[config.mk]
export PLATFORM = sky130hd
export DESIGN_NAME = x_debounce
export DESIGN_NICKNAME = d
export VERILOG_FILES = /design/src/rtl/x_debounce_pkg.sv /design/src/rtl/x_debounce_sync2.sv /design/src/rtl/x_debounce.sv
export SDC_FILE = /design/constraint.sdc
export NUM_CORES = 1
export LEC_CHECK = 0
export CORE_UTILIZATION = 55
export DETAILED_ROUTE_END_ITERATION = 8
export GPL_ROUTABILITY_DRIVEN = 0
export MAX_ROUTING_LAYER = met4
export PLACE_DENSITY = 0.88
export RECOVER_POWER = 25
export REMOVE_ABC_BUFFERS = 1
export SETUP_SLACK_MARGIN = 0.3
export SYNTH_ARGS = -nofsm -noshare
export SYNTH_HDL_FRONTEND = slang
export SYNTH_HIERARCHICAL = 1
export SYNTH_SLANG_ARGS = --single-unit
[constraint.sdc]
create_clock -name clk -period 2.25 [get_ports clk]
set_input_delay 0.225 -clock clk [delete_from_list [all_inputs] [get_ports clk]]
set_output_delay 0.225 -clock clk [all_outputs]
set_load 0.01 [all_outputs]
[src/rtl/x_debounce_pkg.sv]
// Shared definitions for the x input conditioner and the state machine it feeds.
// State encodings are fixed so downstream debug views decode them the same way.
package x_debounce_pkg;

  typedef enum logic [1:0] {
    STABLE_LO = 2'b00,
    WAIT_HI   = 2'b01,
    STABLE_HI = 2'b11,
    WAIT_LO   = 2'b10
  } db_state_t;

  localparam int DEBOUNCE_DEFAULT = 4;

endpackage

[src/rtl/x_debounce_sync2.sv]
// Two-flop synchronizer for an asynchronous level; reusable for other async inputs.
module sync2 (
  input  logic clk,
  input  logic reset,
  input  logic d,
  output logic q
);

  logic s1;

  always_ff @(posedge clk or posedge reset) begin
    if (reset) begin
      s1 <= 1'b0;
      q  <= 1'b0;
    end else begin
      s1 <= d;
      q  <= s1;
    end
  end

endmodule

[src/rtl/x_debounce.sv]
// Debounces raw_in into a clean x level with one-cycle rise/fall strobes.
// A new level must be seen on DEBOUNCE_CYCLES consecutive synchronized samples.
module x_debounce
  import x_debounce_pkg::*;
#(
  parameter int DEBOUNCE_CYCLES = DEBOUNCE_DEFAULT,
  parameter int CNT_W           = 8
) (
  input  logic clk,
  input  logic reset,
  input  logic raw_in,
  output logic x,
  output logic x_rise,
  output logic x_fall,
  output logic busy
);

  localparam logic [CNT_W-1:0] LAST     = CNT_W'(DEBOUNCE_CYCLES - 1);
  localparam bit               ONE_SHOT = (DEBOUNCE_CYCLES == 1);

  db_state_t        state;
  logic [CNT_W-1:0] cnt;
  logic             s;

  sync2 u_sync (
    .clk   (clk),
    .reset (reset),
    .d     (raw_in),
    .q     (s)
  );

  always_ff @(posedge clk or posedge reset) begin
    if (reset) begin
      state  <= STABLE_LO;
      cnt    <= '0;
      x      <= 1'b0;
      x_rise <= 1'b0;
      x_fall <= 1'b0;
    end else begin
      x_rise <= 1'b0;
      x_fall <= 1'b0;
      case (state)
        STABLE_LO: if (s) begin
          // The first opposite sample already counts as observation #1.
          if (ONE_SHOT) begin
            state  <= STABLE_HI;
            x      <= 1'b1;
            x_rise <= 1'b1;
          end else begin
            state <= WAIT_HI;
            cnt   <= CNT_W'(1);
          end
        end
        WAIT_HI: begin
          if (!s) begin
            state <= STABLE_LO;
            cnt   <= '0;
          end else if (cnt == LAST) begin
            state  <= STABLE_HI;
            cnt    <= '0;
            x      <= 1'b1;
            x_rise <= 1'b1;
          end else begin
            cnt <= cnt + CNT_W'(1);
          end
        end
        STABLE_HI: if (!s) begin
          if (ONE_SHOT) begin
            state  <= STABLE_LO;
            x      <= 1'b0;
            x_fall <= 1'b1;
          end else begin
            state <= WAIT_LO;
            cnt   <= CNT_W'(1);
          end
        end
        WAIT_LO: begin
          if (s) begin
            state <= STABLE_HI;
            cnt   <= '0;
          end else if (cnt == LAST) begin
            state  <= STABLE_LO;
            cnt    <= '0;
            x      <= 1'b0;
            x_fall <= 1'b1;
          end else begin
            cnt <= cnt + CNT_W'(1);
          end
        end
        default: begin
          state <= STABLE_LO;
          cnt   <= '0;
        end
      endcase
    end
  end

  assign busy = (state == WAIT_HI) || (state == WAIT_LO);

endmodule
==> results of run 1 <==
-- registers in the layout, indices dropped and copies added (netlist names) --
name / cells
x_fall: 1
cnt: 8
state: 2
u_sync/s1: 1
u_sync/q: 1
x: 1
x_rise: 1
-- cell usage after synthesis (all sizes together) --
library cell,instances
buf,3
or2,1
o21ai,2
mux2i,4
a31oi,1
mux2,3
nand3,12
nor2b,1
dfrtp,15
a2bb2oi,1
a21oi,5
nor3,4
nor2,6
o22ai,1
o311ai,1
inv,7
ha,6
o31ai,1
and2,1
nand2,14
nor3b,1
-- where the power goes --
group | internal (W) | switching, W
combinational | 0.000243 | 0.000288
clock | 0.0000687 | 0.0000819
sequential | 0.000318 | 0.0000380
total | 0.000630 | 0.000407
-- through the flow --
| stage | util, % | total power [W] | hold slack (ps) | setup WS [ps] | cells |
|---|---|---|---|---|---|
| 2_1_floorplan | - | 0.000712 | -33.8 | 683 | 87 |
| 3_3_place_gp | 61.4 | 0.000819 | 342 | 621 | 109 |
| 3_5_place_dp | 61.4 | 0.000842 | 346 | 548 | 109 |
| 4_1_cts | 63.6 | 0.00101 | 105 | 324 | 114 |
| 5_1_grt | 64.5 | 0.00111 | 255 | 337 | 114 |
| 6_report | 64.5 | 0.00104 | 247 | 400 | 114 |
-- what timing repair did --
action,in CTS,in global routing
setup endpoints to repair,1,1
hold buffers,0,0
gates resized for setup,0,1
buffers inserted,1,0
-- final cells by class --
cell class | count | share of cell area [%]
timing repair buffer | 7 | 6.96
inverter | 7 | 2.71
tap | 16 | 2.06
sequential | 15 | 38.7
clock buffer | 4 | 2.71
multi-input combinational | 65 | 46.9
-- cell families after synthesis --
| family | count (synthesis) |
|---|---|
| and+or+nand+nor | 40 |
| adders and majority gates | 6 |
| AOI/OAI and AO/OA | 12 |
| buffers and inverters | 10 |
| DFF | 15 |
| muxes | 7 |
-- cell usage in the layout, fill, tap and decap left out, types with 3 or more instances in the layout --
cell and n:
clkbuf_4 3, ha_1 5, dfrtp_1 15, nor3_1 3
a21oi_1 3, nor2_1 6, nand2_1 14, nand3_1 10
mux2i_1 4, inv_1 7, clkdlybuf4s50_1 4
-- worst max-delay path by stage --
stage	endpoint	slack, ps	cells past startpoint
after floorplan	state[1]	680	5
after global placement	state[1]	620	5
after detailed placement	state[1]	550	5
after CTS	busy	320	3
after global routing	busy	340	3
final	busy	400	3
-- routing by layer --
metal	routed length (µm)	share of wire [%]	vias to the layer above	global-route usage [%]
li1	-	-	321	-
met1	695	44	323	25.3
met3	31	1.9	2	2.59
met2	859	54	6	35.6
met4	11	0.69	0	11.3
met5	0	0	-	-
-- critical path, cell delays in order (launching register included) --
cell and delay (ps):
dfrtp_1 380, inv_1 120, ha_4 310, clkdlybuf4s50_1 530
==> summary.txt, run 1 <==
Outcome -> finished, final reports clean
Proportion of synthesized chip area in sequential cells -> 42.6%
Slew of the pin with the lowest slew margin -> 497 ps
Violation count after the first detailed-route iteration -> 9
Overall track demand over capacity in global routing -> 21.3%
Final WL -> 1.60 mm
Wire length of the first global-routing pass -> 2.74 mm
Count of input and output buffers -> 6
Arrival time of data at the critical path endpoint -> 1630 ps
RSZ-0062 raised after global routing -> false
Share of the clock period used by the worst path -> 82.2%
Area fraction in compound gates after synthesis -> 9.93%
Final TNS setup -> 0 ps
Remaining antenna violation count -> 0
Clock tree buffer depth -> 2
Min cycle time layout -> 1850 ps
Post-route cell area -> 971 µm²
Arithmetic-cell share of the synthesized area counting full adders, half adders and majority gates -> 8.51%
Antenna diode count -> 0
Post-synthesis xor/xnor area fraction -> 0%
Crit-path max FO -> 5
H-tree lvl count -> 1
R2r worst-path depth -> 5
Library cell with the largest summed area after synthesis -> dfrtp_1
Final number of max-transition violations -> 0
Gate count of the mapped netlist -> 90
Height of the die -> 42.0 µm
Crit Reg-Reg Startpoint -> state[1]
Area added between synthesis and finish -> 10.1%
Combinational family with the most area after synthesis -> simple AND/OR/NAND/NOR gates
Final global-route overflow total -> 0
Hpwl dp -> 1.15 mm
YS warnings -> 6
Reg2Reg Setup Slack -> 520 ps
Share of the synthesized area in the top cell type -> 42.6%
Die footprint -> 1770 µm²
DRC viols -> 0
Pre-Repair DR Iteration Count -> 4
Relative max-transition margin -> 66.8%
Total CTS buffers -> 3
Vias after detailed routing -> 652
Worst min-delay path class -> in -> async
Static leakage -> 0.428 nW
Syn_area_per_cell -> 9.80 µm²
Max-Cap Viols -> 0
Worst-path clk slew -> 90 ps
Max rail drop VDD -> 0.609 mV
Hold Violations, Final -> 0
CTS tree -> built
Vias in the first global route -> 647
Endpoint of the most critical register-to-register path -> state[1]
Layout cell share with drive strength beyond 1 -> 16.3%
Register area -> 375 µm²
Critical path launch point -> state[0]
Unique masters post-synth -> 26
Peak clock frequency supported by timing -> 0.540 GHz
I/O pin count -> 7
Initial Utilization -> 58.6%
DR WL/cell -> 14.0 µm
Width of the die -> 42.0 µm
Via density -> 5.72
Clock latency on the worst-skew pair -> 280 ps
Class of the most critical setup path -> reg -> out
Antenna violations before repair -> 0
Simple-gate portion of the synthesized area -> 22.6%
Total area of multi-input combinational cells -> 455 µm²
Site Rows -> 14
Synth area leaders -> dfrtp_1 (43%), ha_1 (8.5%), nand2_1 (6.0%), nand3_1 (5.7%), mux2i_1 (4.5%)
NumNets Final -> 108
Power Density -> 1070 nW/µm²
Multiplexer area fraction after synthesis -> 9.22%
Pin count of the biggest net entering global routing -> 14
Finish-stage setup viols -> 0
Type of destination of the critical path -> output port
Launching element type of the critical path -> register
Clock Sink Count -> 15
Cell chosen for the clock root -> clkbuf_4
Data required time at the worst endpoint -> 2030 ps
Number of flip-flops and latches in the synthesized netlist -> 15
Area of the mapped netlist -> 882 µm²
Placement Cell Area -> 925 µm²
Worst setup skew after layout -> 2.31 ps
Filler Cells Inserted -> 130
Core Box Area -> 1510 µm²
No activity file was read; power rests on OpenSTA's default activity.
==> run 2, diff against run 1 <==
==> constraint.sdc (replaced) <==
create_clock -name clk -period 1.8 [get_ports clk]
set_input_delay 0.18 -clock clk [delete_from_list [all_inputs] [get_ports clk]]
set_output_delay 0.18 -clock clk [all_outputs]
set_load 0.01 [all_outputs]
==> summary.txt, run 2 (synthesis results as in run 1) <==
Outcome -> finished, final reports clean
Pre-Repair DR Iteration Count -> 5 (+1)
Finish-stage setup viols -> 0 (unchanged)
Worst-path clk slew -> 90 ps (about the same)
RSZ-0062 raised after global routing -> true
H-tree lvl count -> 1 (unchanged)
Height of the die -> 42.0 µm (unchanged)
Most frequent standard cell in the layout excluding fill and tap cells -> dfrtp_1
Layout cell share with drive strength beyond 1 -> 34.6% (+18 points)
NumNets Final -> 117 (+8.3%)
Max rail drop VDD -> 1.07 mV (+76%)
Final TNS setup -> 0 ps (unchanged)
DRC viols -> 0 (unchanged)
Type of destination of the critical path -> register
Critical-path top delay cell -> dfrtp_1
Flip-flop count of the largest register after layout -> 8 (unchanged)
Violation count after the first detailed-route iteration -> 13 (+4)
Total CTS buffers -> 3 (unchanged)
Power Total -> 0.00161 W (+56%)
Reg with most FFs -> cnt
Commonest cells after routing, fill and taps aside -> dfrtp_1 (15), nand2_1 (14), nand3_1 (10)
Critical Path, Cell by Cell -> buf_6 -> ha_4 -> mux2_4 -> a21oi_4 -> mux2_4
Area added between synthesis and finish -> 28.2%
Initial Utilization -> 58.6% (unchanged)
Cell chosen for the clock root -> clkbuf_4
Peak clock frequency supported by timing -> 0.636 GHz
Overall track demand over capacity in global routing -> 25.0% (+3.7 points)
Data required time at the worst endpoint -> 1980 ps (-50 ps)
Worst min-delay path class -> in -> async
Clock latency on the worst-skew pair -> 290 ps (about the same)
Final number of max-transition violations -> 0 (unchanged)
Remaining antenna violation count -> 0 (unchanged)
Via density -> 5.94 (+3.9%)
Wire length of the first global-routing pass -> 3.14 mm (+15%)
DR WL/cell -> 15.9 µm (+13%)
Slew of the pin with the lowest slew margin -> 539 ps (+42.2 ps)
Vias after detailed routing -> 731 (+12%)
Hold Violations, Final -> 0 (unchanged)
CTS tree -> built
Clock tree buffer depth -> 2 (unchanged)
Max-Cap Viols -> 0 (unchanged)
Site Rows -> 14 (unchanged)
Clock Sink Count -> 15 (unchanged)
Critical path buffer and inverter count -> 1 (-1)
Minimum setup slack after placement -> 162 ps (-386 ps)
Die footprint -> 1770 µm² (unchanged)
Count of input and output buffers -> 6 (unchanged)
Power Density -> 1430 nW/µm² (+34%)
Min cycle time layout -> 1570 ps
Arrival time of data at the critical path endpoint -> 1750 ps (+120 ps)
Vias in the first global route -> 707 (+9.3%)
Hpwl dp -> 1.22 mm (+6.0%)
Stage delay of the slowest cell on the critical path -> 420 ps (-110 ps)
Crit-path max FO -> 3 (-2)
Pin count of the biggest net entering global routing -> 14 (unchanged)
Antenna violations before repair -> 0 (unchanged)
Relative max-transition margin -> 64.0% (-2.8 points)
Launching element type of the critical path -> register
Antenna diode count -> 0 (unchanged)
Final worst setup slack -> 227 ps (-173 ps)
Class of the most critical setup path -> reg -> reg
Worst setup skew after layout -> 4.55 ps (+2.24 ps)
Share of the clock period used by the worst path -> 87.4%
Static leakage -> 0.481 nW (+12%)
I/O pin count -> 7 (unchanged)
Gate family responsible for the most delay along the worst path -> multiplexers
Leading registers by flop count -> cnt (8), state (2)
Final global-route overflow total -> 0 (unchanged)
Core Box Area -> 1510 µm² (unchanged)
Final WL -> 1.95 mm (+22%)
Width of the die -> 42.0 µm (unchanged)
Cell seen most often among critical-path stages -> mux2_4
-- run 2: cell count changes in the layout (fill, tap and decap cells not counted), sizes merged --
cell           before  now
clkdlybuf4s50       4    3
clkbuf              4    5
buf                 1   10
-- run 2: per-stage QoR --
step	hold WS [ps]	cells	instance area (µm²)	utilization (%)
after floorplan	-78.8	87	845	-
after global placement	343	111	940	62.4
after detailed placement	369	111	940	62.4
after CTS	60.3	121	1100	72.9
after global routing	246	123	1130	75.1
final	196	123	1130	75.1
-- run 2: what timing repair did --
action | CTS | global route
setup buffers | 6 | 2
resized for setup | 19 | 9
hold buffers | 0 | 0
endpoints found under the setup margin | 9 | 11
pin swaps | 1 | 2
gates cloned | 0 | 0
-- run 2: final cells by class --
class	instances	area (µm²)
fill	100	375
multi-input combinational	65	534
clock buffer	4	26.3
sequential	15	375
timing repair buffer	16	149
inverter	7	26.3
tap	16	20.0
-- run 2: routing by layer --
metal | vias to the layer above | GRT usage [%] | routed length [µm]
li1 | 341 | - | -
met3 | 9 | 2.59 | 62
met2 | 22 | 47.2 | 1060
met5 | - | - | 0
met4 | 0 | 9.38 | 80
met1 | 359 | 26.8 | 742
-- run 2: power by group --
part	leakage, nW	internal (W)	switching, W
Combinational	0.268	0.000477	0.000487
Clock	0.0150	0.0000863	0.000108
Sequential	0.198	0.000398	0.0000573
-- run 2: worst register-to-register path, delay by kind of cell, from the launching register on --
family | cells | cell delay [ps]
mux | 2 | 600
flops | 1 | 420
fa+ha+maj | 1 | 160
buf+inv | 1 | 140
compound gates | 1 | 140
-- run 2: final timing paths --
path,startpoint,endpoint,slack [ps],cells past startpoint
max,state[0],state[1],230,5
max reg2reg,state[0],state[1],230,5
min,reset,u_sync/q,200,2
max in group asynchronous,reset,cnt[2],1060,2
min reg2reg,u_sync/s1,u_sync/q,390,0
min in group clk,u_sync/s1,u_sync/q,390,0
